===== config.mk =====
export PLATFORM = sky130hd
export DESIGN_NAME = mem_access_unit_flat
export DESIGN_NICKNAME = d
export VERILOG_FILES = /design/src/rtl/mem_access_if.sv /design/src/rtl/mem_access_unit.sv /design/src/flat_wrapper.sv
export SDC_FILE = /design/constraint.sdc
export NUM_CORES = 1
export LEC_CHECK = 0
export ABC_AREA = 1
export CORE_ASPECT_RATIO = 1.75
export CORE_MARGIN = 5
export CORE_UTILIZATION = 50
export DETAILED_ROUTE_END_ITERATION = 16
export PLACE_DENSITY = 0.87
export SKIP_LAST_GASP = 1
export SYNTH_ARGS = -nofsm -noshare
export SYNTH_HDL_FRONTEND = slang
export SYNTH_SLANG_ARGS = --single-unit

===== constraint.sdc =====
create_clock -name clk -period 10.1 [get_ports clk]
set_input_delay 2.02 -clock clk [delete_from_list [all_inputs] [get_ports clk]]
set_output_delay 2.02 -clock clk [all_outputs]
set_load 0.01 [all_outputs]

===== src/rtl/mem_access_if.sv =====
// MEM-stage access bundle: pipeline request side, RAM req/ack bus and status back to the pipeline.
// master = the access unit, slave = the pipeline/RAM environment around it.
interface mem_access_if #(
    parameter int ADDR_W = 32,
    parameter int DATA_W = 32
);
    localparam int NB = DATA_W / 8;

    logic              flush;
    logic              req_valid;
    logic              req_write;
    logic              req_sign_ext;
    logic [1:0]        req_size;
    logic [ADDR_W-1:0] req_addr;
    logic [DATA_W-1:0] req_wdata;

    logic              ram_req;
    logic [NB-1:0]     ram_we;
    logic [ADDR_W-1:0] ram_addr;
    logic [DATA_W-1:0] ram_wdata;
    logic              ram_ack;
    logic [DATA_W-1:0] ram_rdata;

    logic              stall_req;
    logic              load_valid;
    logic [DATA_W-1:0] load_data;
    logic              addr_err_load;
    logic              addr_err_store;
    logic              timeout_err;

    modport master (
        input  flush, req_valid, req_write, req_sign_ext, req_size, req_addr, req_wdata,
        input  ram_ack, ram_rdata,
        output ram_req, ram_we, ram_addr, ram_wdata,
        output stall_req, load_valid, load_data, addr_err_load, addr_err_store, timeout_err
    );

    modport slave (
        output flush, req_valid, req_write, req_sign_ext, req_size, req_addr, req_wdata,
        output ram_ack, ram_rdata,
        input  ram_req, ram_we, ram_addr, ram_wdata,
        input  stall_req, load_valid, load_data, addr_err_load, addr_err_store, timeout_err
    );
endinterface


===== src/rtl/mem_access_unit.sv =====
// Multi-cycle MEM-stage RAM access: aligns stores, extracts/extends loads, stalls until ack,
// flags misalignment and bus timeout.

// One byte lane: store byte-enable/data steering and load byte selection with extension fill.
module mem_access_lane #(
    parameter int NB   = 4,
    parameter int LANE = 0,
    parameter int OFFW = 2
) (
    input  logic [OFFW-1:0]    st_off,
    input  logic [3:0]         st_nbytes,
    input  logic [NB-1:0][7:0] st_data,
    input  logic [OFFW-1:0]    ld_off,
    input  logic [3:0]         ld_nbytes,
    input  logic               ld_fill,
    input  logic [NB-1:0][7:0] ld_data,
    output logic               we,
    output logic [7:0]         wbyte,
    output logic [7:0]         lbyte
);
    always_comb begin
        we    = (LANE >= int'(st_off)) && (LANE < int'(st_off) + int'(st_nbytes));
        wbyte = '0;
        for (int j = 0; j < NB; j++)
            if (j + int'(st_off) == LANE) wbyte = st_data[j];
        // Lanes above the access size take the extension bit instead of RAM data.
        lbyte = {8{ld_fill}};
        if (LANE < int'(ld_nbytes))
            for (int j = 0; j < NB; j++)
                if (j == int'(ld_off) + LANE) lbyte = ld_data[j];
    end
endmodule

module mem_access_unit #(
    parameter int ADDR_W  = 32,
    parameter int DATA_W  = 32,
    parameter int TIMEOUT = 255
) (
    input logic         clk,
    input logic         rst,
    mem_access_if.master bus
);
    localparam int NB    = DATA_W / 8;
    localparam int OFFW  = $clog2(NB);
    localparam int CNT_W = $clog2(TIMEOUT + 1);

    typedef enum logic [1:0] {IDLE, BUSY, DONE, ERR} state_t;

    state_t               state;
    logic [CNT_W-1:0]     cnt;
    logic                 ram_req_r;
    logic [NB-1:0]        ram_we_r;
    logic [ADDR_W-1:0]    ram_addr_r;
    logic [DATA_W-1:0]    ram_wdata_r;
    logic                 load_valid_r;
    logic [DATA_W-1:0]    load_data_r;
    logic                 timeout_err_r;
    logic                 lat_write;
    logic                 lat_sign;
    logic [OFFW-1:0]      lat_off;
    logic [3:0]           lat_nbytes;

    logic [OFFW-1:0]      req_off;
    logic [3:0]           req_nbytes;
    logic                 misaligned;
    logic                 accept;
    logic                 sign_bit;
    logic                 ld_fill;
    logic [NB-1:0]        st_we;
    logic [NB-1:0][7:0]   wd_bytes, rd_bytes, st_bytes, ld_bytes;

    assign req_off    = bus.req_addr[OFFW-1:0];
    assign req_nbytes = 4'd1 << bus.req_size;
    // Size larger than the bus (dword on a 32-bit bus) counts as misaligned.
    assign misaligned = (int'(req_nbytes) > NB) ||
                        ((int'(req_off) & (int'(req_nbytes) - 1)) != 0);
    assign accept     = (state == IDLE) && bus.req_valid && !misaligned && !bus.flush;

    assign wd_bytes = bus.req_wdata;
    assign rd_bytes = bus.ram_rdata;

    always_comb begin
        sign_bit = 1'b0;
        for (int j = 0; j < NB; j++)
            if (j == int'(lat_off) + int'(lat_nbytes) - 1) sign_bit = rd_bytes[j][7];
        ld_fill = lat_sign & sign_bit;
    end

    for (genvar i = 0; i < NB; i++) begin : g_lane
        mem_access_lane #(.NB(NB), .LANE(i), .OFFW(OFFW)) u_lane (
            .st_off    (req_off),
            .st_nbytes (req_nbytes),
            .st_data   (wd_bytes),
            .ld_off    (lat_off),
            .ld_nbytes (lat_nbytes),
            .ld_fill   (ld_fill),
            .ld_data   (rd_bytes),
            .we        (st_we[i]),
            .wbyte     (st_bytes[i]),
            .lbyte     (ld_bytes[i])
        );
    end

    always_ff @(posedge clk or posedge rst) begin
        if (rst) begin
            state         <= IDLE;
            cnt           <= '0;
            ram_req_r     <= 1'b0;
            ram_we_r      <= '0;
            ram_addr_r    <= '0;
            ram_wdata_r   <= '0;
            load_valid_r  <= 1'b0;
            load_data_r   <= '0;
            timeout_err_r <= 1'b0;
            lat_write     <= 1'b0;
            lat_sign      <= 1'b0;
            lat_off       <= '0;
            lat_nbytes    <= '0;
        end else begin
            load_valid_r  <= 1'b0;
            timeout_err_r <= 1'b0;
            if (bus.flush) begin
                // Flush beats ack and timeout: drop the access silently.
                state     <= IDLE;
                ram_req_r <= 1'b0;
                ram_we_r  <= '0;
                cnt       <= '0;
            end else begin
                case (state)
                    IDLE: if (accept) begin
                        state       <= BUSY;
                        cnt         <= '0;
                        ram_req_r   <= 1'b1;
                        ram_we_r    <= bus.req_write ? st_we : '0;
                        ram_addr_r  <= {bus.req_addr[ADDR_W-1:OFFW], {OFFW{1'b0}}};
                        ram_wdata_r <= st_bytes;
                        lat_write   <= bus.req_write;
                        lat_sign    <= bus.req_sign_ext;
                        lat_off     <= req_off;
                        lat_nbytes  <= req_nbytes;
                    end
                    BUSY: begin
                        if (bus.ram_ack) begin
                            state     <= DONE;
                            ram_req_r <= 1'b0;
                            ram_we_r  <= '0;
                            if (!lat_write) begin
                                load_valid_r <= 1'b1;
                                load_data_r  <= ld_bytes;
                            end
                        end else if (cnt == CNT_W'(TIMEOUT - 1)) begin
                            state         <= ERR;
                            ram_req_r     <= 1'b0;
                            ram_we_r      <= '0;
                            timeout_err_r <= 1'b1;
                        end else begin
                            cnt <= cnt + CNT_W'(1);
                        end
                    end
                    DONE:    state <= IDLE;
                    ERR:     state <= IDLE;
                    default: state <= IDLE;
                endcase
            end
        end
    end

    assign bus.ram_req        = ram_req_r;
    assign bus.ram_we         = ram_we_r;
    assign bus.ram_addr       = ram_addr_r;
    assign bus.ram_wdata      = ram_wdata_r;
    assign bus.load_valid     = load_valid_r;
    assign bus.load_data      = load_data_r;
    assign bus.timeout_err    = timeout_err_r;
    assign bus.stall_req      = accept || (state == BUSY);
    assign bus.addr_err_load  = (state == IDLE) && bus.req_valid && misaligned && !bus.req_write;
    assign bus.addr_err_store = (state == IDLE) && bus.req_valid && misaligned && bus.req_write;
endmodule


===== src/flat_wrapper.sv =====
// flat-port wrapper written by rule: the top's interface ports become plain ports
module mem_access_unit_flat 
#(
    parameter int ADDR_W  = 32,
    parameter int DATA_W  = 32,
    parameter int TIMEOUT = 255
)
  (clk, rst, bus_flush, bus_req_valid, bus_req_write, bus_req_sign_ext, bus_req_size, bus_req_addr, bus_req_wdata, bus_ram_ack, bus_ram_rdata, bus_ram_req, bus_ram_we, bus_ram_addr, bus_ram_wdata, bus_stall_req, bus_load_valid, bus_load_data, bus_addr_err_load, bus_addr_err_store, bus_timeout_err);
  mem_access_if #(.ADDR_W(ADDR_W), .DATA_W(DATA_W)) bus_i ();
  input logic clk;
  input logic rst;
  input wire logic [$bits(bus_i.flush)-1:0] bus_flush;
  input wire logic [$bits(bus_i.req_valid)-1:0] bus_req_valid;
  input wire logic [$bits(bus_i.req_write)-1:0] bus_req_write;
  input wire logic [$bits(bus_i.req_sign_ext)-1:0] bus_req_sign_ext;
  input wire logic [$bits(bus_i.req_size)-1:0] bus_req_size;
  input wire logic [$bits(bus_i.req_addr)-1:0] bus_req_addr;
  input wire logic [$bits(bus_i.req_wdata)-1:0] bus_req_wdata;
  input wire logic [$bits(bus_i.ram_ack)-1:0] bus_ram_ack;
  input wire logic [$bits(bus_i.ram_rdata)-1:0] bus_ram_rdata;
  output wire logic [$bits(bus_i.ram_req)-1:0] bus_ram_req;
  output wire logic [$bits(bus_i.ram_we)-1:0] bus_ram_we;
  output wire logic [$bits(bus_i.ram_addr)-1:0] bus_ram_addr;
  output wire logic [$bits(bus_i.ram_wdata)-1:0] bus_ram_wdata;
  output wire logic [$bits(bus_i.stall_req)-1:0] bus_stall_req;
  output wire logic [$bits(bus_i.load_valid)-1:0] bus_load_valid;
  output wire logic [$bits(bus_i.load_data)-1:0] bus_load_data;
  output wire logic [$bits(bus_i.addr_err_load)-1:0] bus_addr_err_load;
  output wire logic [$bits(bus_i.addr_err_store)-1:0] bus_addr_err_store;
  output wire logic [$bits(bus_i.timeout_err)-1:0] bus_timeout_err;
  assign bus_i.flush = bus_flush;
  assign bus_i.req_valid = bus_req_valid;
  assign bus_i.req_write = bus_req_write;
  assign bus_i.req_sign_ext = bus_req_sign_ext;
  assign bus_i.req_size = bus_req_size;
  assign bus_i.req_addr = bus_req_addr;
  assign bus_i.req_wdata = bus_req_wdata;
  assign bus_i.ram_ack = bus_ram_ack;
  assign bus_i.ram_rdata = bus_ram_rdata;
  assign bus_ram_req = bus_i.ram_req;
  assign bus_ram_we = bus_i.ram_we;
  assign bus_ram_addr = bus_i.ram_addr;
  assign bus_ram_wdata = bus_i.ram_wdata;
  assign bus_stall_req = bus_i.stall_req;
  assign bus_load_valid = bus_i.load_valid;
  assign bus_load_data = bus_i.load_data;
  assign bus_addr_err_load = bus_i.addr_err_load;
  assign bus_addr_err_store = bus_i.addr_err_store;
  assign bus_timeout_err = bus_i.timeout_err;
  mem_access_unit #(.ADDR_W(ADDR_W), .DATA_W(DATA_W), .TIMEOUT(TIMEOUT)) u_core (.clk(clk), .rst(rst), .bus(bus_i));
endmodule

Word level (Yosys, flattened, before mapping)
Cells that the tools add are included.
{ "word_totals": {"reg_bits": 119, "inputBits": 105, "output_inout_bits": 106, "word_cells": 177} }
{ "classes": {"add_sub_neg": 11, "magnitude_cmp": 12, "n_eq_ne": 35, "n_shift": 1, "muxes": 69, "n_bitwise": 4, "reduce_logical": 32} }
{ "ops": {"columns": ["cell", "n"], "rows": [
  ["$mux W8", 40],
  ["$logic_not A32 Y1", 9],
  ["$eq A32 B3 Y1 const B", 6],
  ["$eq A3 B32 Y1 const A", 5],
  ["$eq A2 B32 Y1 const A", 4],
  ["$eq A32 B2 Y1 const B", 3],
  ["$lt A3 B32 Y1 const A", 2],
  ["$and A3 B32 Y32", 1],
  ["$lt A1 B32 Y1 const A", 1],
  ["$lt A2 B32 Y1 const A", 1],
  ["$reduce_bool A32 Y1", 1],
  ["$sub A32 B2 Y32 const B", 1],
  ["$mux W4", 5],
  ["$mux W1", 16],
  ["$pmux W8 S2", 1],
  ["$add A2 B4 Y5", 2],
  ["$eq A2 B3 Y1 const A", 3],
  ["$logic_and A1 B1 Y1", 9],
  ["$add A8 B1 Y8 const B", 1],
  ["$eq A2 B2 Y1 const B", 4],
  ["$eq A8 B8 Y1 const B", 1],
  ["$lt A1 B4 Y1 const A", 2],
  ["$lt A2 B4 Y1 const A", 2],
  ["$mux W2", 4],
  ["other kinds (28)", 40]
]} }

Longest topological paths before layout
{ "depth": {"ltp_word": 13, "mapped_depth": 20, "mapped_depth_nobuf": 19} }

Hierarchy
A second synthesis with hierarchy kept.
{ "hier_totals": {"hier_cells": 1025, "area_unflattened_um2": 7071.8} }
{ "by_module_without_submodules": {"columns": ["module", "n_inst", "cells_per_inst", "area_per_inst_um2"], "rows": [
  ["mem_access_unit", 1, 609, 5047.3],
  ["mem_access_lane at u_core.g_lane[1].u_lane", 1, 124, 588.1],
  ["mem_access_lane at u_core.g_lane[0].u_lane", 1, 117, 574.3],
  ["mem_access_lane at u_core.g_lane[2].u_lane", 1, 102, 451.7],
  ["mem_access_lane at u_core.g_lane[3].u_lane", 1, 73, 410.4]
]} }

Least setup slack after synthesis
OpenSTA, ideal clock, no wires.
{ "synth_timing": {"path_type": "input-to-output", "startpoint": "input port bus_req_size[1]", "endpoint": "output port bus_stall_req", "arrival_ps": 3084, "t_required_ps": 8080, "setup_slack_ps": 4996, "stages": 8, "cell_sequence": "nor2_1 inv_1 ha_1 a21oi_4 nand2_4 buf_2 buf_2 nand2_1"} }
{ "synth_via": {"elab_chain_cells": 9} }
{ "synth_lines": {"columns": ["item", "line", "text"], "rows": [
  ["from (decl)", "flat_wrapper.sv:16", "input wire logic [$bits(bus_i.req_size)-1:0] bus_req_size;"],
  ["$shl A1 B2 Y4 (*)", "mem_access_unit.sv:73", "assign req_nbytes = 4'd1 << bus.req_size;"],
  ["$sub A4 B1 Y5", "mem_access_unit.sv:76", "((int'(req_off) & (int'(req_nbytes) - 1)) != 0);"],
  ["$and A3 B32 Y32", "mem_access_unit.sv:76", null],
  ["$reduce_bool A32 Y1", "mem_access_unit.sv:76", null],
  ["$logic_or A1 B1 Y1 (*)", "mem_access_unit.sv:75", "assign misaligned = (int'(req_nbytes) > NB) ||"],
  ["$logic_not A1 Y1 (*)", "mem_access_unit.sv:77", "assign accept = (state == IDLE) && bus.req_valid && !misaligned && !bus.flush;"],
  ["$logic_and A1 B1 Y1 (*) (2 in a row)", "mem_access_unit.sv:77", null],
  ["$logic_or A1 B1 Y1 (*)", "mem_access_unit.sv:175", "assign bus.stall_req = accept || (state == BUSY);"],
  ["to (decl)", "flat_wrapper.sv:25", "output wire logic [$bits(bus_i.stall_req)-1:0] bus_stall_req;"]
]} }
Mark *: on every way between the ends. The rest lies on a longest branch, timed or not.

Worst setup path after layout
{ "layout_timing": {"startpoint": "input port bus_req_size[1]", "endpoint": "output port bus_stall_req"} }
{ "layout_via": {"elab_chain_cells": 9} }
{ "layout_lines": {"columns": ["item", "line", "text"], "rows": [
  ["$shl A1 B2 Y4 (*)", "mem_access_unit.sv:73", null],
  ["net u_core.g_lane[0].u_lane.st_nbytes[0]", "mem_access_unit.sv:11", "input logic [3:0] st_nbytes,"],
  ["$sub A4 B1 Y5", "mem_access_unit.sv:76", null],
  ["$and A3 B32 Y32", "mem_access_unit.sv:76", null],
  ["$reduce_bool A32 Y1", "mem_access_unit.sv:76", null],
  ["$logic_or A1 B1 Y1 (*)", "mem_access_unit.sv:75", null],
  ["$logic_not A1 Y1 (*)", "mem_access_unit.sv:77", null],
  ["$logic_and A1 B1 Y1 (*) (2 in a row)", "mem_access_unit.sv:77", null],
  ["$logic_or A1 B1 Y1 (*)", "mem_access_unit.sv:175", null]
]} }
Mark *: on every way through the listed nets, which the timed path passes. The rest lies on a longest branch.

==> metrics <==
status finished clean; critical path class in -> out; Net Sw Power 0.000679 W; Clk Latency, worst-skew pair 0.40 ns; number of synthesized flops with an enable pin 0; Die Span X 94.3 um; TritonCTS Sinks 119; vias in the first global route 6,376; vias per std cell 5.35; Post-DRT Antenna Nets 0; synth warn 0; Ports 211; Yosys top cell by area dfrtp_1; syn avg cell area 7.73 sq um; FF-to-FF Start u_core.lat_off[0]; CP Buf/Inv Count 4; critical path cell sequence clkdlybuf4s50_1, nor2_1, inv_1, ha_1, a21oi_4, nand2_4, buf_4, nand2_1, clkdlybuf4s50_1; FP Rows 54; first-pass GRT wire length 30,800 um; IO buf count 208; CP top delay family buffers and inverters; Distinct cells, synth 37; Max Slew Vio Count 0; clock root buffer clkbuf_16; Logic pwr share 36.4%; Final Hold Vio Count 0; cell count after placement 1,151; clock power share 29.3%; violation count after the first detailed-routing iteration 312; core area 12,400 sq um; H-Tree Level Count 4; synth top area cells dfrtp_1, nand2_1, a21oi_1, inv_1, nor2_1; Worst-path clk slew 0.06 ns; post-synthesis cell count 805; Non-Filler Instances 1,183; CP Max Fanout 91; largest net degree at the start of global routing 92; cell-internal power 0.00131 W; Seq/Total Area, Yosys 47.9%; layout cell share with drive strength beyond 1 7.78%; unrepaired setup endpoints after global routing false; total negative setup slack 0 ns; Hold WC Path Type reg -> reg; hpwl dp 14,600 um; fill count 999; synthesized flop and latch total 119; Area Overhead vs Synth 43.9%; Sw Ratio 34.1%; Arr. time, crit path 4.43 ns; GRT Overall Usage 26.8%; antenna cells 0; CP Capture Type output pin; routed via count 6,327; Max transition margin 34.4%; Hold Startpoint u_core.bus.ram_addr[23]; Overflow after GRT 0; Max-Cap Viols 0; Overall Power 0.00199 W; post-CTS setup buffers 0; gpl congestion 0.974; first-pass detailed-route iteration total 5; FFs w/ async S/R, synth 100%; Worst Setup SP bus_req_size[1]; routed len/inst 16.9 um; Reg power frac 34.3%; Synth Cell Area 6220 sq um; max frequency 0.155 GHz; WL final 20,000 um; cts bufs inserted 17; height of the die 158 um; share of the synthesized area in the top cell type 47.9%; CTS tree done; Worst Clk Skew 0.00916 ns; post-route cell area 8950 sq um; crit share post-route 63.8%; CTS Buffer Depth 2; min Tclk post-route 6.45 ns; slowest stage cell, crit path buf_4; initial antenna violation count 0; Starting Density 50.3%; CP peak stage delay 0.65 ns; Resize count post-CTS 0; # DRC 0; Power per Cell Area 223 nW/um^2; Area after DPL 8380 sq um; Required @ worst endpoint 8.08 ns; DIE AREA 14,900 sq um; Main synth FF type dfrtp_1; cts hold-fix bufs 0; startpoint types input port; Worst IR Drop VDD 0.000136 V; nets 1,117; static leakage 4.17 nW; actual slew at the worst max-slew pin 0.984 ns; final setup fails 0; Worst path most repeated cell clkdlybuf4s50_1
## power by group through the flow
stage / logic (W) / clock network, W / registers [W]
after detailed placement: 0.000726 / 0 / 0.000691
after floorplan: 0.000302 / 0 / 0.000731
after global placement: 0.000712 / 0 / 0.000685
final: 0.000726 / 0.000583 / 0.000684
after CTS: 0.000731 / 0.000590 / 0.000685
after global routing: 0.000793 / 0.000613 / 0.000699
## layer usage
metal | vias to the layer above | track usage (%) | wire (um)
li1 | 3007 | - | -
met1 | 2892 | 27.5 | 6730
met2 | 342 | 47.5 | 10400
met3 | 86 | 6.85 | 1570
met4 | 0 | 17.5 | 1330
met5 | - | 0 | 0
## metrics by stage
stage               setup slack, ns  util [%]  hold WS, ns
floorplan                      4.92         -        0.449
global placement               3.67      67.7        0.460
detailed placement             3.67      67.7        0.464
CTS                            3.66      72.4        0.481
global route                   3.48      72.4        0.506
finish                         3.65      72.4        0.479
## final timing paths
| path | to | slack [ns] | cells past startpoint |
|---|---|---|---|
| max in group asynchronous | u_core.cnt[5] | 6.67 | 3 |
| hold / removal | u_core.bus.ram_addr[23] | 0.48 | 2 |
| setup reg to reg | u_core.bus.load_data[10] | 6.76 | 16 |
| hold reg to reg | u_core.bus.ram_addr[23] | 0.48 | 2 |
| min in group asynchronous | u_core.bus.load_data[0] | 2.04 | 2 |
| setup / recovery | bus_stall_req | 3.65 | 9 |
## cells by family after synthesis
| logic type | synth area share, % |
|---|---|
| AO/OA/AOI/OAI | 16.9 |
| AND/OR/NAND/NOR | 24.4 |
| flip-flops | 47.9 |
| XOR/XNOR | 0.563 |
| buffers and inverters | 8.00 |
| other | 0.0603 |
| adder cells (fa/ha/maj) | 2.25 |
## synth_stat cells (2+ instances only)
master,number
a221oi_1,2
xor2_1,3
nor3b_1,2
nand2_1,261
nor3_1,7
clkinv_1,3
o21ai_1,12
fa_1,2
o21ai_0,45
buf_6,3
nor2_4,3
nand2_2,4
a21oi_1,64
inv_2,19
nor2_1,60
inv_1,66
nand3_2,2
dfrtp_1,119
clkbuf_1,21
buf_2,8
o22ai_1,34
a31oi_1,4
ha_1,8
nand4_1,2
o211ai_1,13
buf_4,2
o31ai_1,8
nand4_4,2
nand3_1,10
nor2_2,9
## registers in the layout, indices dropped and copies added (netlist names)
register	count
u_core.bus.timeout_err	1
u_core.lat_off	2
u_core.bus.load_data	32
u_core.lat_sign	1
u_core.bus.ram_wdata	32
u_core.lat_write	1
u_core.bus.ram_we	4
u_core.lat_nbytes	4
u_core.bus.ram_req	1
u_core.state	2
u_core.bus.load_valid	1
u_core.cnt	8
u_core.bus.ram_addr	30
## layout by cell type, fill, tap and decap left out, types with 3 or more instances in the layout
cell type	count
nand2_1	261
clkdlybuf4s50_1	208
dfrtp_1	119
inv_1	65
a21oi_1	64
nor2_1	60
o21ai_0	45
o22ai_1	34
inv_2	19
clkbuf_16	17
o211ai_1	13
o21ai_1	12
nand3_1	10
nor2_2	9
o31ai_1	8
ha_1	8
nor3_1	7
nand2_2	4
a31oi_1	4
clkinvlp_4	4
clkinv_1	3
nor2_4	3
xor2_1	3
inv_6	3
clkinv_4	3
buf_4	3
## layout make-up
type / instances / area [sq um] / share of cell area, %
flip-flops and latches: 119 / 2980 / 33.3
inverters: 88 / 333 / 3.72
well taps: 168 / 210 / 2.35
repair buffers: 211 / 2100 / 23.5
clock inverters: 13 / 123 / 1.37
multi-input cells: 565 / 2750 / 30.7
clock buffers: 19 / 453 / 5.06
## worst register-to-register path, cell delays in order (launching register included)
cell and delay (ns):
dfrtp_1 0.76, ha_1 0.28, inv_1 0.06, fa_1 0.52, inv_1 0.07, nor2_1 0.12
nand3_2 0.09, nor2_1 0.12, ha_1 0.12, inv_1 0.03, nor2_1 0.11, nand2_2 0.08
nor2_4 0.15, nand3_1 0.23, o21ai_1 0.21, inv_2 0.13, a21oi_1 0.18
(Power assumes the default switching activity.)
